<file path="config.mk">
export PLATFORM = sky130hd
export DESIGN_NAME = mmio_axil_bridge_flat
export DESIGN_NICKNAME = d
export VERILOG_FILES = /design/src/rtl/mmio_axil_bridge_if.sv /design/src/rtl/mmio_axil_bridge.sv /design/src/flat_wrapper.sv
export SDC_FILE = /design/constraint.sdc
export NUM_CORES = 1
export LEC_CHECK = 0
export CAP_MARGIN = 10
export CORE_AREA = 4 4 122 124
export CTS_CLUSTER_DIAMETER = 150
export DETAILED_ROUTE_END_ITERATION = 7
export DIE_AREA = 0 0 126 128
export PLACE_DENSITY = 0.82
export REMOVE_ABC_BUFFERS = 1
export SYNTH_ARGS = -nofsm -noshare
export SYNTH_HDL_FRONTEND = slang
export SYNTH_SLANG_ARGS = --single-unit
</file>
<file path="constraint.sdc">
create_clock -name clk -period 3.4 [get_ports clk]
set_clock_uncertainty 0.05 [all_clocks]
set_input_delay 0.34 -clock clk [delete_from_list [all_inputs] [get_ports clk]]
set_output_delay 0.34 -clock clk [all_outputs]
set_load 0.01 [all_outputs]
</file>
<file path="src/rtl/mmio_axil_bridge_if.sv">
// mmio_axil_bridge_if
// AXI4-Lite bus between the MMIO bridge (master) and the interconnect (slave).
// Channels:
//   AW : awaddr[31:0], awvalid  -> master ; awready <- slave
//   W  : wdata[31:0], wstrb[3:0], wvalid -> master ; wready <- slave
//   B  : bresp[1:0], bvalid <- slave ; bready -> master
//   AR : araddr[31:0], arvalid -> master ; arready <- slave
//   R  : rdata[31:0], rresp[1:0], rvalid <- slave ; rready -> master
interface mmio_axil_bridge_if;
  logic [31:0] awaddr;
  logic        awvalid;
  logic        awready;
  logic [31:0] wdata;
  logic [3:0]  wstrb;
  logic        wvalid;
  logic        wready;
  logic [1:0]  bresp;
  logic        bvalid;
  logic        bready;
  logic [31:0] araddr;
  logic        arvalid;
  logic        arready;
  logic [31:0] rdata;
  logic [1:0]  rresp;
  logic        rvalid;
  logic        rready;

  modport master (
    output awaddr, awvalid, input awready,
    output wdata, wstrb, wvalid, input wready,
    input bresp, bvalid, output bready,
    output araddr, arvalid, input arready,
    input rdata, rresp, rvalid, output rready
  );

  modport slave (
    input awaddr, awvalid, output awready,
    input wdata, wstrb, wvalid, output wready,
    output bresp, bvalid, input bready,
    input araddr, arvalid, output arready,
    output rdata, rresp, rvalid, input rready
  );
endinterface

</file>
<file path="src/rtl/mmio_axil_bridge.sv">
// mmio_axil_bridge
// Turns the load/store stage's level-held uncached MMIO request into single
// AXI4-Lite transactions, one in flight at a time.
// Ports:
//   clk, rst            clock, synchronous active-high reset
//   rw_valid_o          request, held high until completion
//   rw_write_o          1 = store, 0 = load
//   rw_addr_i           byte address (low 32 bits drive AXI)
//   rw_w_data_i         store data, LSB-aligned
//   rw_size_i           log2 bytes, bits [1:0] used
//   rw_valid_i          one-cycle completion pulse
//   data_read_i         right-aligned load data, held until next load completes
//   data_ready_to_read  high while idle
//   axi                 AXI4-Lite master channels
//   err_o, err_addr_o   sticky error flag / first error address
// Optional feature macro: MMIO_ERR_TRAP_EN (error trap on nonzero bresp/rresp).
module mmio_axil_bridge #(
  parameter int ADDR_W = 64,
  parameter int DATA_W = 32
) (
  input  logic              clk,
  input  logic              rst,
  input  logic              rw_valid_o,
  input  logic              rw_write_o,
  input  logic [ADDR_W-1:0] rw_addr_i,
  input  logic [DATA_W-1:0] rw_w_data_i,
  input  logic [3:0]        rw_size_i,
  output logic              rw_valid_i,
  output logic [DATA_W-1:0] data_read_i,
  output logic              data_ready_to_read,
  mmio_axil_bridge_if.master axi,
  output logic              err_o,
  output logic [31:0]       err_addr_o
);

  typedef enum logic [2:0] {
    S_IDLE, S_WREQ, S_WRESP, S_RREQ, S_RRESP, S_ACK
  } state_t;

  state_t            r_state, w_next;
  logic [31:0]       r_addr;
  logic [1:0]        r_off;
  logic [1:0]        r_size;
  logic              r_write;
  logic [DATA_W-1:0] r_wdata;
  logic [3:0]        r_wstrb;
  logic              r_aw_done, r_w_done;
  logic [DATA_W-1:0] r_rdata;

  logic [3:0]        w_base;
  logic [3:0]        w_strb;
  logic [DATA_W-1:0] w_wdata;
  logic [DATA_W-1:0] w_rshift;
  logic [DATA_W-1:0] w_rdata;
  logic              w_aw_fire, w_w_fire;

  assign w_aw_fire = axi.awvalid && axi.awready;
  assign w_w_fire  = axi.wvalid && axi.wready;

  // Lane placement of the store; bytes shifted past lane 3 are dropped.
  always_comb begin
    w_base = 4'b1111;
    case (rw_size_i[1:0])
      2'd0:    w_base = 4'b0001;
      2'd1:    w_base = 4'b0011;
      default: w_base = 4'b1111;
    endcase
    w_strb  = w_base << rw_addr_i[1:0];
    w_wdata = rw_w_data_i << {rw_addr_i[1:0], 3'b000};
  end

  // Right-align the returned word and zero bytes above the access size.
  always_comb begin
    w_rshift = axi.rdata >> {r_off, 3'b000};
    w_rdata  = w_rshift;
    case (r_size)
      2'd0:    w_rdata = {24'h0, w_rshift[7:0]};
      2'd1:    w_rdata = {16'h0, w_rshift[15:0]};
      default: w_rdata = w_rshift;
    endcase
  end

  always_comb begin
    w_next      = r_state;
    axi.awvalid = 1'b0;
    axi.wvalid  = 1'b0;
    axi.bready  = 1'b0;
    axi.arvalid = 1'b0;
    axi.rready  = 1'b0;
    rw_valid_i  = 1'b0;
    case (r_state)
      S_IDLE:  if (rw_valid_o) w_next = rw_write_o ? S_WREQ : S_RREQ;
      S_WREQ: begin
        axi.awvalid = !r_aw_done;
        axi.wvalid  = !r_w_done;
        if ((r_aw_done || w_aw_fire) && (r_w_done || w_w_fire)) w_next = S_WRESP;
      end
      S_WRESP: begin
        axi.bready = 1'b1;
        if (axi.bvalid) w_next = S_ACK;
      end
      S_RREQ: begin
        axi.arvalid = 1'b1;
        if (axi.arready) w_next = S_RRESP;
      end
      S_RRESP: begin
        axi.rready = 1'b1;
        if (axi.rvalid) w_next = S_ACK;
      end
      S_ACK: begin
        rw_valid_i = 1'b1;
        w_next     = S_IDLE;
      end
      default: w_next = S_IDLE;
    endcase
  end

  assign data_ready_to_read = (r_state == S_IDLE);
  assign data_read_i        = r_rdata;
  assign axi.awaddr         = r_addr;
  assign axi.araddr         = r_addr;
  assign axi.wdata          = r_wdata;
  assign axi.wstrb          = r_wstrb;

`ifdef MMIO_ERR_TRAP_EN
  logic        r_err;
  logic [31:0] r_err_addr;
  logic        w_unused;
  assign w_unused   = ^{rw_addr_i[ADDR_W-1:32], rw_size_i[3:2], r_write};
  assign err_o      = r_err;
  assign err_addr_o = r_err_addr;
`else
  logic w_unused;
  assign w_unused   = ^{rw_addr_i[ADDR_W-1:32], rw_size_i[3:2], r_write,
                        axi.bresp, axi.rresp};
  assign err_o      = 1'b0;
  assign err_addr_o = '0;
`endif

  always_ff @(posedge clk) begin
    if (rst) begin
      r_state   <= S_IDLE;
      r_addr    <= '0;
      r_off     <= '0;
      r_size    <= '0;
      r_write   <= 1'b0;
      r_wdata   <= '0;
      r_wstrb   <= '0;
      r_aw_done <= 1'b0;
      r_w_done  <= 1'b0;
      r_rdata   <= '0;
`ifdef MMIO_ERR_TRAP_EN
      r_err      <= 1'b0;
      r_err_addr <= '0;
`endif
    end else begin
      r_state <= w_next;
      case (r_state)
        S_IDLE: if (rw_valid_o) begin
          r_addr    <= rw_addr_i[31:0];
          r_off     <= rw_addr_i[1:0];
          r_size    <= rw_size_i[1:0];
          r_write   <= rw_write_o;
          r_wdata   <= w_wdata;
          r_wstrb   <= w_strb;
          r_aw_done <= 1'b0;
          r_w_done  <= 1'b0;
        end
        S_WREQ: begin
          if (w_aw_fire) r_aw_done <= 1'b1;
          if (w_w_fire)  r_w_done  <= 1'b1;
        end
`ifdef MMIO_ERR_TRAP_EN
        S_WRESP: if (axi.bvalid && axi.bresp != 2'b00) begin
          r_err <= 1'b1;
          if (!r_err) r_err_addr <= r_addr;
        end
        S_RRESP: if (axi.rvalid) begin
          if (axi.rresp != 2'b00) begin
            r_rdata <= '0;
            r_err   <= 1'b1;
            if (!r_err) r_err_addr <= r_addr;
          end else begin
            r_rdata <= w_rdata;
          end
        end
`else
        S_RRESP: if (axi.rvalid) r_rdata <= w_rdata;
`endif
        default: ;
      endcase
    end
  end

endmodule

</file>
<file path="src/flat_wrapper.sv">
// flat-port wrapper written by rule: the top's interface ports become plain ports
module mmio_axil_bridge_flat 
#(
  parameter int ADDR_W = 64,
  parameter int DATA_W = 32
)
  (clk, rst, rw_valid_o, rw_write_o, rw_addr_i, rw_w_data_i, rw_size_i, rw_valid_i, data_read_i, data_ready_to_read, err_o, err_addr_o, axi_awaddr, axi_awvalid, axi_awready, axi_wdata, axi_wstrb, axi_wvalid, axi_wready, axi_bresp, axi_bvalid, axi_bready, axi_araddr, axi_arvalid, axi_arready, axi_rdata, axi_rresp, axi_rvalid, axi_rready);
  mmio_axil_bridge_if axi_i ();
  input  logic clk;
  input  logic rst;
  input  logic rw_valid_o;
  input  logic rw_write_o;
  input  logic [ADDR_W-1:0] rw_addr_i;
  input  logic [DATA_W-1:0] rw_w_data_i;
  input  logic [3:0] rw_size_i;
  output logic rw_valid_i;
  output logic [DATA_W-1:0] data_read_i;
  output logic data_ready_to_read;
  output logic err_o;
  output logic [31:0] err_addr_o;
  output wire logic [$bits(axi_i.awaddr)-1:0] axi_awaddr;
  output wire logic [$bits(axi_i.awvalid)-1:0] axi_awvalid;
  input wire logic [$bits(axi_i.awready)-1:0] axi_awready;
  output wire logic [$bits(axi_i.wdata)-1:0] axi_wdata;
  output wire logic [$bits(axi_i.wstrb)-1:0] axi_wstrb;
  output wire logic [$bits(axi_i.wvalid)-1:0] axi_wvalid;
  input wire logic [$bits(axi_i.wready)-1:0] axi_wready;
  input wire logic [$bits(axi_i.bresp)-1:0] axi_bresp;
  input wire logic [$bits(axi_i.bvalid)-1:0] axi_bvalid;
  output wire logic [$bits(axi_i.bready)-1:0] axi_bready;
  output wire logic [$bits(axi_i.araddr)-1:0] axi_araddr;
  output wire logic [$bits(axi_i.arvalid)-1:0] axi_arvalid;
  input wire logic [$bits(axi_i.arready)-1:0] axi_arready;
  input wire logic [$bits(axi_i.rdata)-1:0] axi_rdata;
  input wire logic [$bits(axi_i.rresp)-1:0] axi_rresp;
  input wire logic [$bits(axi_i.rvalid)-1:0] axi_rvalid;
  output wire logic [$bits(axi_i.rready)-1:0] axi_rready;
  assign axi_awaddr = axi_i.awaddr;
  assign axi_awvalid = axi_i.awvalid;
  assign axi_i.awready = axi_awready;
  assign axi_wdata = axi_i.wdata;
  assign axi_wstrb = axi_i.wstrb;
  assign axi_wvalid = axi_i.wvalid;
  assign axi_i.wready = axi_wready;
  assign axi_i.bresp = axi_bresp;
  assign axi_i.bvalid = axi_bvalid;
  assign axi_bready = axi_i.bready;
  assign axi_araddr = axi_i.araddr;
  assign axi_arvalid = axi_i.arvalid;
  assign axi_i.arready = axi_arready;
  assign axi_i.rdata = axi_rdata;
  assign axi_i.rresp = axi_rresp;
  assign axi_i.rvalid = axi_rvalid;
  assign axi_rready = axi_i.rready;
  mmio_axil_bridge #(.ADDR_W(ADDR_W), .DATA_W(DATA_W)) u_core (.clk(clk), .rst(rst), .rw_valid_o(rw_valid_o), .rw_write_o(rw_write_o), .rw_addr_i(rw_addr_i), .rw_w_data_i(rw_w_data_i), .rw_size_i(rw_size_i), .rw_valid_i(rw_valid_i), .data_read_i(data_read_i), .data_ready_to_read(data_ready_to_read), .axi(axi_i), .err_o(err_o), .err_addr_o(err_addr_o));
endmodule
</file>
==> results.cfg <==
[placed_design]
hpwl_um = 11300
numPortBuffers = 245
dp.cells = 1002
place_ws_ns = 0.925
place_area_mm2 = 0.00743
routabilityCongestion = 0.809

[worst_setup_path]
crit_path_start_kind = flop
criticalPathCategory = reg2out
crit_chain = or3b_1 > inv_1 > clkdlybuf4s50_1
cp_max_fo = 11
end_kind = output pin
critPathRequiredTime_ns = 3.01
worst-endpoint-arrival_ns = 1.95
worst_path_max_delay_cell = dfxtp_1
cpLargestDelayFamily = buffers and inverters
cp_slowest_stage_delay_ns = 0.56
cp_num_buf_inv = 2

[timing]
maxSlewViolCount = 0
fmax_ghz = 0.427
finalCriticalPeriod_ns = 2.34
worstMarginPinSlew_ns = 0.936
setup-violations-final = 0
slew_headroom = 0.376
rsz0062_at_grt = no
timing.hold.ws_ns = 0.404
fin_crit_sh = 0.689
hold_viol = 0
worst_slack_ns = 1.06
setup_tns_ns = 0

[cells_and_area]
design_area_mm2 = 0.00771
syn_to_final_growth_pct = 46.3
layout.cells.non_filler = 1018
nets = 978
fin_util = 0.560
n_antenna_cell = 0
drive_gt1_frac = 0.0621

[floorplan]
die_w_um = 126
num_rows = 43
start_util = 0.383
dieArea_mm2 = 0.0161
die-height_um = 128
pin_count = 317
core_mm2 = 0.0138

[global_routing]
grt_usage = 0.192
grt_start_max_net_pins = 82
antenna_found_initial = 0
grt_pass1_wl_um = 25100
grt_pass1_vias = 4910
grt_overflow = 0

[clock_tree]
cts_tree = done
cts_resized = 0
cts_buffers = 9
clockBufferDepth = 2
cts_setup_buffers = 0
ctsHoldBuffers = 0
path_clk_slew_ns = 0.07
cts_root_buf = clkbuf_16
cts_sinks = 107
clkLatencyLatePin_ns = 0.35
htree_levels = 3

[pwr]
p_int_mw = 2.46
pwr-share-comb = 0.313
ir_drop_uv = 250
p_per_area_mw_per_mm2 = 470
p_total_mw = 3.62
net-switching-power_mw = 1.16
seqPwrFrac = 0.409
switching_share = 0.320
cellLeakagePower_nw = 2.75
p_clk_frac = 0.278

[synth]
syn_avg_cell_area_um2 = 8.06
synth_xor_area_frac = 0
synth_top_cell_area_share = 0.407
seq_area_frac_synth = 0.407
netlist_instances = 654
netlist_area_mm2 = 0.00527
muxShareOfSynthArea = 0.0950
synth_area_leaders = dfxtp_1 41%, buf_4 9.3%, nand2_1 8.5%
synth-compound-area-share = 0.160
yosysWarnings = 0
yosysUniqueCellTypes = 33
synth_top_cell_by_area = dfxtp_1
synth_adder_area_share = 0
synth-simple-area-share = 0.198
synth_top_family_by_area = simple AND/OR/NAND/NOR gates
synth-seq-cells = 107

[route]
wl_met3_um = 1520
wire_per_inst_um = 15.7
wl_met1_um = 6760
vias_per_cell = 4.96
routed_wl_um = 15900
route.detailed.drc = 0
ant_nets = 0
dr.pass1.iters = 4
route.met2.wl_um = 7330
top_layer = met4
drtIter0Drc = 247
vias = 5052

[outcome]
outcome = completed

[run]
cap_violations = 0

[worst_hold_path]
hp-class = reg2reg
## cell families after synthesis
group           Yosys count
simple gates            236
compound gates          140
buf+inv                 122
flops                   107
mux                      48
other cells               1
## cell usage after synthesis
cell type / n
and3_1: 1
nor3_1: 24
buf_2: 11
mux2_2: 16
buf_4: 65
a211o_1: 1
a311oi_1: 1
dfxtp_1: 107
nand4bb_1: 1
nand2_1: 120
a22oi_1: 10
a21o_1: 1
nand3_1: 18
buf_6: 3
a211oi_1: 8
o21ai_1: 1
a21oi_1: 89
nor2b_1: 2
o22a_1: 2
nor3_2: 10
buf_1: 3
clkbuf_1: 36
nand2b_1: 4
nor2_1: 54
o2111ai_1: 1
or3b_1: 1
conb_1: 1
o2bb2ai_1: 8
or4b_4: 1
o41ai_1: 1
o211ai_1: 17
mux2i_1: 32
inv_1: 4
## state kept, by name, summed over array words and instances, names as in the netlist
name / flops
u_core.axi.wdata: 32
u_core.data_read_i: 32
u_core.axi.araddr: 31
u_core.axi.wstrb: 4
u_core.r_state: 3
u_core.r_size: 2
u_core.r_aw_done: 1
u_core.r_off: 1
u_core.r_w_done: 1
## placed cells by master, fill, tap and decap left out, types with 2 or more instances in the layout
| cell | count |
|---|---|
| a211oi_1 | 8 |
| a21oi_1 | 89 |
| a22oi_1 | 10 |
| buf_4 | 9 |
| clkbuf_16 | 9 |
| clkdlybuf4s50_1 | 244 |
| clkinvlp_4 | 2 |
| conb_1 | 33 |
| dfxtp_1 | 107 |
| inv_1 | 4 |
| mux2_2 | 16 |
| mux2i_1 | 32 |
| nand2_1 | 120 |
| nand2b_1 | 4 |
| nand3_1 | 18 |
| nor2_1 | 54 |
| nor2b_1 | 2 |
| nor3_1 | 24 |
| nor3_2 | 9 |
| o211ai_1 | 17 |
| o22a_1 | 2 |
| o2bb2ai_1 | 8 |
## layer usage
metal / GRT usage / vias to the layer above
met2: 0.310 / 208
met3: 0.0688 / 20
met5: 0 / -
met1: 0.236 / 2326
met4: 0.0738 / 0
li1: - / 2498
## tightest hold or removal path: stages (launching register included)
cell and delay (ns):
dfxtp_1 0.31, nand2_1 0.05, a21oi_1 0.05
## final timing paths
path,startpoint,endpoint,slack [ns],depth (start not counted)
hold / removal,u_core.axi.wdata[3]$_SDFFE_PP0P_,u_core.axi.wdata[3]$_SDFFE_PP0P_,0.40,2
setup reg to reg,u_core.axi.araddr[1]$_SDFFE_PP0P_,u_core.data_read_i[8]$_SDFFE_PP0P_,1.29,5
setup / recovery,u_core.r_state[2]$_SDFFE_PP0P_,axi_rready,1.06,3
hold reg to reg,u_core.axi.wdata[3]$_SDFFE_PP0P_,u_core.axi.wdata[3]$_SDFFE_PP0P_,0.40,2
## area by class of cell
cell class / instances / area (um^2)
timing repair buffer: 254 / 2530
clock inverter: 5 / 37.5
sequential: 107 / 2140
fill: 1297 / 6070
multi-input combinational: 457 / 2510
inverter: 4 / 15.0
clock buffer: 11 / 243
tap: 180 / 225
## power groups by stage
stage	registers [mW]	clock network, mW	logic, mW
2_1_floorplan	1.57	0	0.424
3_3_place_gp	1.51	0	1.13
3_5_place_dp	1.51	0	1.14
4_1_cts	1.48	1.04	1.15
5_1_grt	1.50	1.09	1.23
6_report	1.48	1.01	1.13
Power figures use the tool's default switching activity.
